$ cat config.mk
export PLATFORM = sky130hd
export DESIGN_NAME = steer_en_gen
export DESIGN_NICKNAME = d
export VERILOG_FILES = /design/src/rtl/steer_en_gen.sv
export SDC_FILE = /design/constraint.sdc
export NUM_CORES = 1
export LEC_CHECK = 0
export CORE_UTILIZATION = 30
export CTS_CLUSTER_DIAMETER = 200
export DETAILED_ROUTE_END_ITERATION = 10
export GPL_TIMING_DRIVEN = 0
export REMOVE_ABC_BUFFERS = 1
export SLEW_MARGIN = 30
export SYNTH_ARGS = -nofsm -noshare
export SYNTH_HDL_FRONTEND = slang
export SYNTH_SLANG_ARGS = --single-unit
$ cat constraint.sdc
create_clock -name clk -period 3.7 [get_ports clk]
set_input_delay 0.74 -clock clk [delete_from_list [all_inputs] [get_ports clk]]
set_output_delay 0.74 -clock clk [all_outputs]
set_load 0.02 [all_outputs]
$ cat src/rtl/steer_en_gen.sv
// steer_en_gen: rider-presence / steer-enable FSM (IDLE/WAIT/STEER) with settle timer and debounced rider-off.
// Optional load-cell range fault check is compiled in when LD_FAULT_CHK_EN is defined.
module steer_en_gen #(
  parameter int                FAST_SIM         = 1,
  parameter int                LD_W             = 12,
  parameter logic [LD_W-1:0]   MIN_RIDER_WT     = 12'h200,
  parameter logic [7:0]        WT_HYSTERESIS    = 8'h40,
  parameter int                DIFF_WAIT_SHIFT  = 2,
  parameter int                DIFF_STEER_SHIFT = 4,
  parameter int unsigned       TMR_CYCLES       = (FAST_SIM != 0) ? 16384 : 67108864,
  parameter int                OFF_DEBOUNCE     = 4,
  parameter int                FAULT_SAMPLES    = 8
) (
  input  logic            clk,
  input  logic            rst_n,
  input  logic [LD_W-1:0] lft_ld,
  input  logic [LD_W-1:0] rght_ld,
  input  logic            ld_vld,
  output logic            en_steer,
  output logic            rider_off,
  output logic [1:0]      steer_state,
  output logic            ld_fault
);

  localparam logic [1:0] IDLE  = 2'd0;
  localparam logic [1:0] WAIT  = 2'd1;
  localparam logic [1:0] STEER = 2'd2;

  localparam int SW = LD_W + 1;
  localparam int TW = $clog2(TMR_CYCLES);
  localparam int DW = $clog2(OFF_DEBOUNCE + 1);

  localparam logic [SW-1:0] LO_THR  = SW'(MIN_RIDER_WT) - SW'(WT_HYSTERESIS);
  localparam logic [SW-1:0] HI_THR  = SW'(MIN_RIDER_WT) + SW'(WT_HYSTERESIS);
  localparam logic [TW-1:0] TMR_MAX = TW'(TMR_CYCLES - 1);
  localparam logic [DW-1:0] DB_MAX  = DW'(OFF_DEBOUNCE);
  localparam logic [DW-1:0] DB_ARM  = DW'(OFF_DEBOUNCE - 1);

  logic [1:0]      state_q, state_d, fsm_d;
  logic [TW-1:0]   tmr_q, tmr_d;
  logic [DW-1:0]   db_q, db_d;
  logic            en_steer_q, rider_off_q;
  logic            wait_clr, fault_force;

  logic [SW-1:0]   sum;
  logic [LD_W-1:0] diff;
  logic            sum_lt_min, sum_gt_min, diff_gt_wait, diff_gt_steer;
  logic            tmr_full, off_det;

  assign sum           = {1'b0, lft_ld} + {1'b0, rght_ld};
  assign diff          = (lft_ld >= rght_ld) ? (lft_ld - rght_ld) : (rght_ld - lft_ld);
  assign sum_lt_min    = (sum < LO_THR);
  assign sum_gt_min    = (sum > HI_THR);
  assign diff_gt_wait  = ({1'b0, diff} > (sum >> DIFF_WAIT_SHIFT));
  assign diff_gt_steer = ({1'b0, diff} > (sum - (sum >> DIFF_STEER_SHIFT)));
  assign tmr_full      = (tmr_q == TMR_MAX);
  assign off_det       = ld_vld & sum_lt_min & (db_q == DB_ARM);

  always_comb begin
    fsm_d    = state_q;
    wait_clr = 1'b0;
    case (state_q)
      IDLE: begin
        if (ld_vld && sum_gt_min) fsm_d = WAIT;
      end
      WAIT: begin
        if (ld_vld) begin
          if (off_det)           fsm_d    = IDLE;
          else if (diff_gt_wait) wait_clr = 1'b1;
          else if (tmr_full)     fsm_d    = STEER;
        end
      end
      STEER: begin
        if (ld_vld) begin
          if (off_det)            fsm_d = IDLE;
          else if (diff_gt_steer) fsm_d = WAIT;
        end
      end
      default: fsm_d = IDLE;
    endcase
  end

  assign state_d = fault_force ? IDLE : fsm_d;

`ifdef LD_FAULT_CHK_EN
  localparam int FW = $clog2(FAULT_SAMPLES + 1);
  localparam logic [FW-1:0] F_MAX = FW'(FAULT_SAMPLES);
  localparam logic [FW-1:0] F_ARM = FW'(FAULT_SAMPLES - 1);

  logic [FW-1:0] fcnt_q, fcnt_d;
  logic          ld_fault_q, ld_fault_d, oor, fault_trip;

  assign oor        = (lft_ld == '0) | (lft_ld == '1) | (rght_ld == '0) | (rght_ld == '1);
  assign fault_trip = ld_vld & oor & (fcnt_q >= F_ARM) & (state_q != IDLE);

  always_comb begin
    fcnt_d     = fcnt_q;
    ld_fault_d = ld_fault_q;
    if (ld_vld) begin
      if (!oor) begin
        fcnt_d     = '0;
        ld_fault_d = 1'b0;
      end else begin
        if (fcnt_q != F_MAX) fcnt_d = fcnt_q + 1'b1;
        if (fault_trip)      ld_fault_d = 1'b1;
      end
    end
  end

  always_ff @(posedge clk or negedge rst_n) begin
    if (!rst_n) begin
      fcnt_q     <= '0;
      ld_fault_q <= 1'b0;
    end else begin
      fcnt_q     <= fcnt_d;
      ld_fault_q <= ld_fault_d;
    end
  end

  // An active fault pins the FSM in IDLE; the clearing sample itself still holds IDLE.
  assign fault_force = ld_fault_q | fault_trip;
  assign ld_fault    = ld_fault_q;
`else
  assign fault_force = 1'b0;
  assign ld_fault    = 1'b0;
`endif

  always_comb begin
    db_d = db_q;
    if (state_d != state_q) begin
      db_d = '0;
    end else if (ld_vld) begin
      if (!sum_lt_min)          db_d = '0;
      else if (db_q != DB_MAX)  db_d = db_q + 1'b1;
    end
  end

  always_comb begin
    if (((state_d == WAIT) && (state_q != WAIT)) || wait_clr) tmr_d = '0;
    else if (!tmr_full)                                        tmr_d = tmr_q + 1'b1;
    else                                                       tmr_d = tmr_q;
  end

  always_ff @(posedge clk or negedge rst_n) begin
    if (!rst_n) begin
      state_q     <= IDLE;
      tmr_q       <= '0;
      db_q        <= '0;
      en_steer_q  <= 1'b0;
      rider_off_q <= 1'b1;
    end else begin
      state_q     <= state_d;
      tmr_q       <= tmr_d;
      db_q        <= db_d;
      en_steer_q  <= (state_d == STEER);
      rider_off_q <= (state_d == IDLE);
    end
  end

  assign en_steer    = en_steer_q;
  assign rider_off   = rider_off_q;
  assign steer_state = state_q;

endmodule

==> flow_summary.yaml <==
clock_tree:
  worstSkewPairLatency_ps: 250
  cts_sinks: 21
  htreeDepth: 1
  cts_tree: "built"
  clock_path_buffers: 2
  numCtsBuffers: 3
  cts_root_buffer: "clkbuf_16"
  clk_pin_slew_ps: 60
setup_path:
  startpoint_type: "input pin"
  critPathKind: "in -> reg"
  critical-path-top-delay-family: "compound AO/OA/AOI/OAI gates"
  cp.arrival_ps: 5760
  cp_max_fo: 7
  cpMaxStageDelayCell: "fa_2"
  cp.required_ps: 3830
  cpPeakStageDelay_ps: 330
  critPathBufInv: 5
  cp-end-kind: "flip-flop"
logic_synthesis:
  netlist_area_mm2: 0.004387
  seq_area_frac_synth_pct: 12.01
  synth_top_cell_by_area: "ha_1"
  synth_most_common_cell: "ha_1"
  synth_mux_area_share_pct: 2.681
  yosysUniqueCellTypes: 84
  syn_inst: 530
  synth-edff-count: 0
  ys_seq_elements: 21
  synth_top_family_by_area: "compound AO/OA/AOI/OAI gates"
  ys_warn_count: 0
  synth_flop_cell: "dfrtp_1"
  synth_area_leaders: "ha_1 (19%), dfrtp_1 (11%), xnor2_1 (4.4%)"
  synth_top_cell_area_share_pct: 19.40
  synthArstFlopShare_pct: 100.0
  synthTopCellsByCount: "ha_1 (68), inv_1 (50), nor2_1 (38)"
  synth_compound_area_share_pct: 23.93
  yosys.area_share.adder_pct: 21.22
  synth_xor_area_share_pct: 10.67
  postSynthAreaPerCell_um2: 8.277
  yosys.area_share.simple_pct: 22.73
timing:
  worst_pin_slew_ps: 688.5
  period_share_pct: 152.2
  slew_headroom_pct: 53.96
  finClkSkew_ps: 1.472
  hold_viol_final: 0
  rsz0062_at_grt: "true"
  fmax_mhz: 177.6
  finalSetupViolations: 21
  fin_crit_ps: 5631
  worst_slack_ps: -1931
  finalMaxSlewViolations: 0
  holdWs_ps: 441.2
finish:
  area_growth_pct: 33.63
  instances_no_fill: 783
  antenna_cells: 0
  final_nets: 703
  drive_gt1_share_pct: 30.02
  post-route-util_pct: 41.59
routing:
  wl_per_cell_um: 15.59
  final_antenna_net_count: 0
  drt_wl_total_um: 12210
  vias: 4212
  firstDrtPassIters: 5
  drc: 0
  routed_via_density: 5.379
  drt_iter0_markers: 234
floorplan:
  dieArea_mm2: 0.01511
  core.rowCount: 43
  start_util_pct: 31.12
  dieHeight_um: 122.9
  chipWidth_um: 122.9
  core-area_mm2: 0.01410
  num_io_pins: 32
placed_design:
  hpwlAfterDp_um: 8651
  dp_cells: 722
  gp_congestion: 0.8295
  portBuffers: 30
grt:
  grt_remaining_overflow: 0
  grt_max_degree: 22
  antenna_found_initial: 0
  grt_pass1_wl_um: 20050
  track_usage_pct: 16.45
  grt_pass1_vias: 4219
flow_run:
  maxCapViolCount: 0
hold_path:
  worstHoldPathType: "in -> async"
pwr:
  vdd.ir_drop.worst_mv: 0.2246
  p_per_area_mw_per_mm2: 436.0
  p_leak_uw: 0.002519
status:
  violations: "negative setup slack"
  status: "finished, violations left"
through the flow:
| stage | total power (uW) | worst slack, ps | setup TNS [ps] | cell area, um2 |
|---|---|---|---|---|
| after floorplan | 1383 | -2280 | -46110 | 4289 |
| after global routing | 2746 | -2152 | -43580 | 5862 |
| after CTS | 2446 | -1773 | -35850 | 5758 |
| after global placement | 1686 | -3609 | -73740 | 4815 |
| after detailed placement | 1736 | -3816 | -76930 | 4822 |
| final | 2556 | -1931 | -39000 | 5862 |
where the power goes:
group	switching, uW	internal [uW]	total, uW
Sequential	30.4	263	293
Combinational	1060	972	2030
Clock	85.6	145	231
logic make-up (layout without fill, tap and decap cells):
| logic type | after synthesis | count (layout) |
|---|---|---|
| simple gates | 178 | 178 |
| compound gates | 131 | 132 |
| fa+ha+maj | 72 | 72 |
| buf+inv | 70 | 142 |
| xor+xnor | 47 | 47 |
| flops | 21 | 21 |
| mux | 10 | 10 |
| other cells | 1 | 1 |
layout make-up:
class / count / area [um2]
timing repair buffer: 86 / 737.0
multi-input combinational: 440 / 4093
fill: 1403 / 8234
tap: 180 / 225.2
clock buffer: 3 / 75.07
inverter: 52 / 200.2
sequential: 21 / 526.8
clock inverter: 1 / 5.005
cell usage in the layout (no fill, tap or decap), types with 5 or more instances in the layout:
master / instances
nand2_1: 27
or3_1: 5
ha_1: 48
nor2_2: 7
a21o_1: 10
nor2_1: 31
a211oi_2: 8
xnor2_1: 19
inv_2: 7
a211o_1: 5
nor2b_1: 8
xor2_1: 18
ha_4: 15
nand4_1: 14
a21oi_1: 24
nand3_1: 18
dfrtp_1: 20
and2_1: 7
dlygate4sd2_1: 5
a211oi_1: 6
nand3b_1: 6
clkdlybuf4s50_1: 16
ha_2: 5
buf_4: 55
a21oi_2: 7
nor3_1: 5
o21ai_0: 15
inv_1: 43
nand2b_1: 7
worst register-to-register path, delay by kind of cell, from the launching register on:
kind	cells	cell delay, ps
xor+xnor	1	190
simple gates	8	1580
flops	1	410
sequential cells by signal (all words and copies together) (netlist names):
| register | cells |
|---|---|
| rider_off | 1 |
| db_q | 3 |
| steer_state | 2 |
| en_steer | 1 |
| tmr_q | 14 |
per-layer routing:
| metal | up-vias | track usage, % | part of all wire, % |
|---|---|---|---|
| met3 | 14 | 1.245 | 3.2 |
| li1 | 2058 | - | - |
| met4 | 0 | 2.820 | 1.6 |
| met2 | 98 | 30.93 | 51 |
| met1 | 2042 | 20.52 | 44 |
| met5 | - | 0 | 0 |
final timing paths:
path                            start   endpoint  slack, ps  cells after the start
setup / recovery           rght_ld[0]   tmr_q[5]      -1930                     31
min in group clk             tmr_q[5]   tmr_q[5]        550                      2
hold / removal                  rst_n   tmr_q[9]        440                      1
max in group asynchronous       rst_n  rider_off       2900                      1
setup reg to reg             tmr_q[7]   tmr_q[7]       1400                      9
hold reg to reg              tmr_q[5]   tmr_q[5]        550                      2
timing repair:
item / CTS / global route
buffers inserted: 51 / 6
pin swaps: 61 / 25
setup endpoints to repair: 21 / 21
gates cloned: 1 / 0
gates resized for setup: 141 / 15
hold buffers: 0 / 0
Note: power is estimated with default switching activity, not from simulation.
